==> src/rtl/quote_feed_tx.sv <==
`default_nettype none
// ============================================================================
// quote_feed_tx : per-stock shadow bid/ask with round-robin coalesced quote out
// Rev 1.0
// ============================================================================
module quote_feed_tx #(
    parameter int DATA_WIDTH = 32,
    parameter int NUM_STOCKS = 4,
    parameter int CNT_WIDTH  = 16
) (
    input  logic                          i_clk,
    input  logic                          i_reset,
    input  logic                          i_book_valid,
    input  logic [$clog2(NUM_STOCKS)-1:0] i_book_stock_id,
    input  logic                          i_book_side,
    input  logic [DATA_WIDTH-1:0]         i_book_price,
    input  logic                          i_ready,
    output logic [$clog2(NUM_STOCKS)-1:0] o_stock_id,
    output logic [DATA_WIDTH-1:0]         o_best_bid,
    output logic [DATA_WIDTH-1:0]         o_best_ask,
    output logic                          o_data_valid,
    output logic [CNT_WIDTH-1:0]          o_crossed_count
);

    localparam int             ID_W        = $clog2(NUM_STOCKS);
    localparam logic [ID_W:0]  STOCK_LIMIT = (ID_W+1)'(NUM_STOCKS);

    logic [DATA_WIDTH-1:0] bid [NUM_STOCKS];
    logic [DATA_WIDTH-1:0] ask [NUM_STOCKS];
    logic [NUM_STOCKS-1:0] seen_bid;
    logic [NUM_STOCKS-1:0] seen_ask;
    logic [NUM_STOCKS-1:0] dirty;
    logic [NUM_STOCKS-1:0] eligible;
    logic [ID_W-1:0]       ptr;

    logic                  upd_ok;
    logic [DATA_WIDTH-1:0] new_bid;
    logic [DATA_WIDTH-1:0] new_ask;
    logic                  new_seen_bid;
    logic                  new_seen_ask;
    logic                  crossed;

    logic                  grant_valid;
    logic [ID_W-1:0]       grant_id;
    logic [ID_W:0]         sum;
    logic [ID_W-1:0]       idx;
    logic                  out_free;
    logic                  load;

    // Crossed detection looks at the book as it will be after this update.
    always_comb begin
        upd_ok       = i_book_valid && ({1'b0, i_book_stock_id} < STOCK_LIMIT);
        new_bid      = bid[i_book_stock_id];
        new_ask      = ask[i_book_stock_id];
        new_seen_bid = seen_bid[i_book_stock_id];
        new_seen_ask = seen_ask[i_book_stock_id];
        if (i_book_side) begin
            new_ask      = i_book_price;
            new_seen_ask = 1'b1;
        end else begin
            new_bid      = i_book_price;
            new_seen_bid = 1'b1;
        end
        crossed = upd_ok && new_seen_bid && new_seen_ask && (new_bid >= new_ask);
    end

    for (genvar s = 0; s < NUM_STOCKS; s++) begin : g_elig
        assign eligible[s] = dirty[s] & seen_bid[s] & seen_ask[s] & (bid[s] < ask[s]);
    end

    always_comb begin
        grant_valid = 1'b0;
        grant_id    = '0;
        sum         = '0;
        idx         = '0;
        for (int k = 1; k <= NUM_STOCKS; k++) begin
            sum = {1'b0, ptr} + (ID_W+1)'(k);
            if (sum >= STOCK_LIMIT) begin
                sum = sum - STOCK_LIMIT;
            end
            idx = sum[ID_W-1:0];
            if (!grant_valid && eligible[idx]) begin
                grant_valid = 1'b1;
                grant_id    = idx;
            end
        end
    end

    assign out_free = !o_data_valid || i_ready;
    assign load     = out_free && grant_valid;

    always_ff @(posedge i_clk) begin
        if (i_reset) begin
            for (int s = 0; s < NUM_STOCKS; s++) begin
                bid[s] <= '0;
                ask[s] <= '0;
            end
            seen_bid        <= '0;
            seen_ask        <= '0;
            dirty           <= '0;
            ptr             <= ID_W'(NUM_STOCKS - 1);
            o_stock_id      <= '0;
            o_best_bid      <= '0;
            o_best_ask      <= '0;
            o_data_valid    <= 1'b0;
            o_crossed_count <= '0;
        end else begin
            if (load) begin
                o_stock_id      <= grant_id;
                o_best_bid      <= bid[grant_id];
                o_best_ask      <= ask[grant_id];
                o_data_valid    <= 1'b1;
                ptr             <= grant_id;
                dirty[grant_id] <= 1'b0;
            end else if (out_free) begin
                o_data_valid <= 1'b0;
            end
            // Placed after the grant clear so a same-cycle update keeps the stock dirty.
            if (upd_ok) begin
                if (i_book_side) begin
                    ask[i_book_stock_id]      <= i_book_price;
                    seen_ask[i_book_stock_id] <= 1'b1;
                end else begin
                    bid[i_book_stock_id]      <= i_book_price;
                    seen_bid[i_book_stock_id] <= 1'b1;
                end
                dirty[i_book_stock_id] <= 1'b1;
            end
            if (crossed && !(&o_crossed_count)) begin
                o_crossed_count <= o_crossed_count + 1'b1;
            end
        end
    end

endmodule
`default_nettype wire

==> config.mk <==
export PLATFORM = sky130hd
export DESIGN_NAME = quote_feed_tx
export DESIGN_NICKNAME = d
export VERILOG_FILES = /design/src/rtl/quote_feed_tx.sv
export SDC_FILE = /design/constraint.sdc
export NUM_CORES = 1
export LEC_CHECK = 0
export CORE_MARGIN = 8
export CORE_UTILIZATION = 25
export CTS_CLUSTER_DIAMETER = 80
export DETAILED_ROUTE_END_ITERATION = 6
export PLACE_DENSITY = 0.43
export SLEW_MARGIN = 20
export SYNTH_ARGS = -nofsm -noshare
export SYNTH_HDL_FRONTEND = slang
export SYNTH_SLANG_ARGS = --single-unit
==> constraint.sdc <==
create_clock -name i_clk -period 4.86 [get_ports i_clk]
set_input_delay 0.729 -clock i_clk [delete_from_list [all_inputs] [get_ports i_clk]]
set_output_delay 0.729 -clock i_clk [all_outputs]
set_load 0.01 [all_outputs]
==> run metrics, run 1 <==
status completed; worst endpoint data arrival time 4620 ps; largest net degree at the start of global routing 130; Die Area 0.0942 mm²; I/O Buffers 121; worst-path fanout max 112; Antenna Violating Nets Remaining 0; pwr dens 316 mW/mm²; final net count 2269; clock sinks 353; CTS Hold Bufs 0; Clock Tree Root clkbuf_16; Yosys cell types 69; worst clock skew 21.1 ps; # setup viols final 0; Max H-tree Level 2; Die X 307 µm; Clock Pin Slew Worst Setup and Hold Paths 60 ps; first-pass GRT wire length 116 mm; number of synthesized flops with an enable pin 256; Max Fclk 239 MHz; Inserted Clock Buffers 43; Cells after Synth 1975; Vias 16300; Tmin final 4190 ps; P&R area growth vs syn 20.3%; row count 106; PostCTS Resize Cnt 0; unrepaired setup endpoints after global routing false; Slew Viols, Final 0; post-DP HPWL 55.4 mm; vias in the first global route 16600; crit path launch type flip-flop; maximum vdd drop 0.275 mV; Mapped Nets 2171; filler instances 8692; I/O pin total 122; total grt overflow 0; Die Height 307 µm; Core Region 0.0837 mm²; Tightest Hold Check Type reg2reg; Worst-Margin Slew 1050 ps; Total Wirelength 79.9 mm; Synth Flop Type edfxtp_1; kind of critical path reg2reg; GRT Overall Usage 0.165; deepest clock path buffer count 3; initial antenna violation count 2; period utilization 0.861; FFs w/ async S/R, synth 0; DRT iter0 DRCs 1249; Starting Density 0.253; Rel. slew slack 0.298; final setup TNS 0 ps; # DRC 0; Pre-antenna DRT Iters 5; Req. time, crit path 5300 ps; CTS tree built; routed length per instance 24.6 µm; vias per cell 5.02; Setup crit start bid[1][31]$_SDFFCE_PN0P_; share of layout cells above drive strength 1 0.134; Syn Std Cell Area 0.0212 mm²; GPL Wtd Cong 0.883; max cap viols 0; FF-to-FF Start bid[1][31]$_SDFFCE_PN0P_; hold_ws 479 ps; FF-to-FF setup slack 670 ps; syn avg cell area 10.7 µm²; synthesized flop and latch total 353; Synth warnings 0; Final Hold Viols 0; Leak 10.0 nW; Worst Hold Launch o_best_ask[4]$_SDFFE_PP0N_; later-pin clock latency in the skew report 580 ps; Crit. End Element flip-flop; Seq/Total Area, Yosys 0.455; Setup Fix Bufs, Post-CTS 0
-- layer usage --
metal	global-route usage	vias to the layer above	routed length, µm
met5	0	-	0
met4	0.0489	0	2220
met3	0.0230	117	4040
met2	0.281	512	38600
met1	0.217	8188	35000
li1	-	7482	-
-- stage by stage --
stage / std cells / util / area [µm²] / total power [W] / setup slack (ps)
final: 3244 / 0.304 / 25500 / 0.00804 / 674
after global routing: 3243 / 0.304 / 25500 / 0.00835 / 617
after CTS: 3241 / 0.304 / 25500 / 0.00812 / 768
after detailed placement: 3162 / 0.287 / 24000 / 0.00468 / 279
after global placement: 3162 / 0.287 / 24000 / 0.00467 / 287
after floorplan: 1975 / - / 21200 / 0.00418 / 150
-- placed cells by master, fill, tap and decap left out, types with 35 or more instances in the layout --
master | Yosys | final
and3_1 | 105 | 105
edfxtp_1 | 256 | 256
nor2_1 | 182 | 181
inv_1 | 187 | 187
ha_1 | 157 | 157
clkbuf_16 | 0 | 45
o211ai_1 | 115 | 115
mux2_2 | 35 | 35
dfxtp_1 | 97 | 97
a21oi_1 | 99 | 99
mux2i_1 | 96 | 96
buf_4 | 3 | 45
clkdlybuf4s50_1 | 0 | 117
nand2_1 | 169 | 169
mux4_2 | 66 | 66
-- cell type report --
class / instances / area (µm²) / area share
Sequential cell: 353 / 9630 / 0.378
Inverter: 187 / 702 / 0.0276
Tap cell: 1134 / 1420 / 0.0557
Clock buffer: 51 / 1150 / 0.0451
Clock inverter: 28 / 324 / 0.0127
Antenna cell: 3 / 7.51 / 0.000295
Multi-Input combinational cell: 1306 / 10300 / 0.406
Timing Repair Buffer: 182 / 1890 / 0.0744
-- synth_stat cells (14+ instances only) --
library cell / instances / area, µm²
and2_1: 15 / 93.8
ha_1: 157 / 1960
nor2_1: 182 / 683
buf_2: 26 / 130
o211ai_1: 115 / 863
clkbuf_1: 82 / 308
edfxtp_1: 256 / 7690
mux2i_1: 96 / 961
mux2_2: 35 / 394
a21o_1: 18 / 135
mux4_2: 66 / 1490
and3_1: 105 / 657
a21boi_0: 33 / 248
nand2b_1: 14 / 87.6
o211ai_2: 20 / 250
dfxtp_1: 97 / 1940
a21oi_1: 99 / 495
o21ai_0: 33 / 165
inv_1: 187 / 702
nand4_1: 21 / 131
nand2_1: 169 / 634
-- worst max-delay path, cell delays in order, from the launching register on --
cell and delay [ps]:
edfxtp_1 450, ha_1 400, nand4_1 290, nor4_1 510
buf_4 200, nor3b_1 200, buf_4 170, o41ai_2 110
and2_1 240, o221ai_4 280, buf_12 470, a21oi_1 150
o211ai_1 400, o211ai_1 140
-- power breakdown --
group | internal [W] | total (W) | leakage (nW) | switching [W]
Clock | 0.00206 | 0.00343 | 0.713 | 0.00137
Sequential | 0.00339 | 0.00354 | 3.24 | 0.000152
Combinational | 0.000445 | 0.00107 | 6.08 | 0.000626
Total | 0.00589 | 0.00804 | 10.0 | 0.00215
-- path summary, 6_finish.rpt --
check	endpoint	depth (start not counted)
setup reg to reg	o_best_ask[14]$_SDFFE_PP0N_	13
hold reg to reg	o_best_ask[4]$_SDFFE_PP0N_	2
setup / recovery	o_best_ask[14]$_SDFFE_PP0N_	13
hold / removal	o_best_ask[4]$_SDFFE_PP0N_	2
-- cells by family (layout without fill, tap and decap cells) --
logic type | after synthesis | count (layout) | synth area share
multiplexers | 197 | 197 | 0.134
buffers and inverters | 316 | 448 | 0.0606
flip-flops | 353 | 353 | 0.455
AO/OA/AOI/OAI | 376 | 376 | 0.127
AND/OR/NAND/NOR | 576 | 576 | 0.130
other | 0 | 3 | 0
adder cells (fa/ha/maj) | 157 | 157 | 0.0928
-- registers in the layout (all words and copies together) (netlist names) --
signal and count:
dirty 4, o_best_ask 32, ask 128, seen_ask 4
seen_bid 4, o_data_valid 1, o_crossed_count 16, o_best_bid 32
ptr 2, bid 128, o_stock_id 2
No activity file was read; power rests on OpenSTA's default activity.
==> run 2: changes to the inputs <==
Settings changed: CTS_CLUSTER_SIZE from default to 20.
==> run 2 against run 1 <==
Wire length is 0.72% lower. Via count is 0.29% lower. Design area is 2.3% lower. Critical path type unchanged. Largest cell class unchanged.
==> run metrics, run 2 (synthesis gave the netlist of run 1 again) <==
GR Util met1 0.218 (was 0.217); crit path launch type flip-flop (unchanged); commonest cells after routing, fill and taps aside edfxtp_1, inv_1, nor2_1 (unchanged); Final Hold Viols 0 (unchanged); Setup Fix Bufs, Post-CTS 0 (unchanged); Req. time, crit path 5310 ps (was 5300 ps); # setup viols final 0 (unchanged); most common cell after layout, fill and taps aside edfxtp_1 (unchanged); Slew Viols, Final 0 (unchanged); later-pin clock latency in the skew report 600 ps (was 580 ps); routed length per instance 24.7 µm (was 24.6 µm); met3 Resource Use GR 0.0184 (was 0.0230); CTS tree built (unchanged); worst endpoint data arrival time 4660 ps (was 4620 ps); Die Area 0.0942 mm² (unchanged); vias per cell 5.06 (was 5.02); Max Fclk 237 MHz (was 239 MHz); final net count 2252 (was 2269); deepest clock path buffer count 3 (unchanged); Crit. End Element flip-flop (unchanged); DRT iter0 DRCs 1448 (was 1249); GRT Overall Usage 0.164 (was 0.165); share of layout cells above drive strength 1 0.125 (was 0.134); clock network power share 0.348 (was 0.427); maximum vdd drop 0.236 mV (was 0.275 mV); Clock Pin Slew Worst Setup and Hold Paths 90 ps (was 60 ps); Pre-antenna DRT Iters 5 (unchanged); Inserted Clock Buffers 26 (was 43); Top Usage Layer GRT met2 (unchanged); Total Wirelength 79.3 mm (was 79.9 mm); Critical-path top delay cell nor4_1 (unchanged); GPL Wtd Cong 0.883 (unchanged); unrepaired setup endpoints after global routing false (unchanged); largest net degree at the start of global routing 130 (unchanged); Antenna Violating Nets Remaining 0 (unchanged); CP bufs+invs 3 (unchanged); Rel. slew slack 0.306 (was 0.298); first-pass GRT wire length 115 mm (was 116 mm); Net Sw Power 0.00202 W (was 0.00215 W); period utilization 0.867 (was 0.861); Comb power frac 0.152 (was 0.133); Top Registers ask x128, bid x128 (unchanged); Die Height 307 µm (unchanged); pwr dens 284 mW/mm² (was 316 mW/mm²); Finished Layout Cells 3211 (was 3244); I/O pin total 122 (unchanged); M2 GR Usage 0.282 (was 0.281); P&R area growth vs syn 17.6% (was 20.3%); total grt overflow 0 (unchanged); worst clock skew 21.8 ps (was 21.1 ps); final setup TNS 0 ps (unchanged); Cell Chain, Critical Path ha_1 > nand4_1 > nor4_1 > buf_4 > nor3b_1 > buf_4 > o41ai_2 > and2_1 > o221ai_4 > buf_12 > a21oi_1 > o211ai_1 > o211ai_1 (unchanged); I/O Buffers 121 (unchanged); PostCTS Resize Cnt 0 (unchanged); switch share 0.286 (was 0.267); final core occ 0.297 (was 0.304); kind of critical path reg2reg (unchanged); Tmin final 4210 ps (was 4190 ps); CTS Hold Bufs 0 (unchanged); Die X 307 µm (unchanged); status completed (unchanged); Starting Density 0.253 (unchanged); initial antenna violation count 2 (unchanged); vias in the first global route 16400 (was 16600); fin worst setup slack 649 ps (was 674 ps); row count 106 (unchanged); Int Pwr 0.00504 W (was 0.00589 W); Top delay family on crit path simple AND/OR/NAND/NOR gates (unchanged); Leak 9.76 nW (was 10.0 nW); max incr delay on CP 500 ps (was 510 ps); DP Worst Slack 279 ps (unchanged); Tightest Hold Check Type reg2reg (unchanged); clock sinks 353 (unchanged); worst-path fanout max 111 (was 112); Sequential Power Share 0.500 (was 0.440); max cap viols 0 (unchanged); Core Region 0.0837 mm² (unchanged); cell total after placement 3162 (unchanged); Max H-tree Level 1 (was 2); overall power 0.00706 W (was 0.00804 W); Clock Tree Root clkbuf_16 (unchanged); # DRC 0 (unchanged); post-DP HPWL 55.4 mm (unchanged); Vias 16300 (about the same); Worst-Margin Slew 1040 ps (was 1050 ps)
[run 2: routing by layer]
| layer | up-vias | wire [µm] |
|---|---|---|
| met5 | - | 0 |
| met4 | 0 | 2140 |
| met3 | 100 | 4150 |
| met2 | 516 | 38600 |
| met1 | 8213 | 34400 |
| li1 | 7422 | - |
[run 2: cell type report]
cell class / count / area, µm²
fillers: 8726 / 58800
multi-input cells: 1306 / 10300
flip-flops and latches: 353 / 9630
repair buffers: 182 / 1890
well taps: 1134 / 1420
inverters: 187 / 702
clock buffers: 32 / 694
clock inverters: 15 / 208
diodes: 2 / 5.00
[run 2: final timing paths]
check	to	slack (ps)	start	cells after the start
worst max-delay path	o_best_ask[14]$_SDFFE_PP0N_	650	bid[1][31]$_SDFFCE_PN0P_	13
worst min-delay path	o_best_ask[4]$_SDFFE_PP0N_	490	o_best_ask[4]$_SDFFE_PP0N_	2
worst max register to register	o_best_ask[14]$_SDFFE_PP0N_	650	bid[1][31]$_SDFFCE_PN0P_	13
worst min register to register	o_best_ask[4]$_SDFFE_PP0N_	490	o_best_ask[4]$_SDFFE_PP0N_	2
[run 2: through the flow]
| step | hold slack, ps | cell area (µm²) |
|---|---|---|
| 2_1_floorplan | 450 | 21200 |
| 3_3_place_gp | 474 | 24000 |
| 3_5_place_dp | 470 | 24000 |
| 4_1_cts | 488 | 24900 |
| 5_1_grt | 503 | 24900 |
| 6_report | 487 | 24900 |
[run 2: power by group through the flow]
stage                     Clock, W  Sequential, W  Combinational (W)
final                      0.00246        0.00353            0.00107
after global routing       0.00262        0.00355            0.00118
after CTS                  0.00252        0.00353            0.00108
after detailed placement         0        0.00360            0.00107
after global placement           0        0.00360            0.00107
after floorplan                  0        0.00352           0.000661
[run 2: worst min-delay path: stages, from the launching register on]
cell and delay (ps):
dfxtp_1 330, nand2_1 50, o211ai_1 70
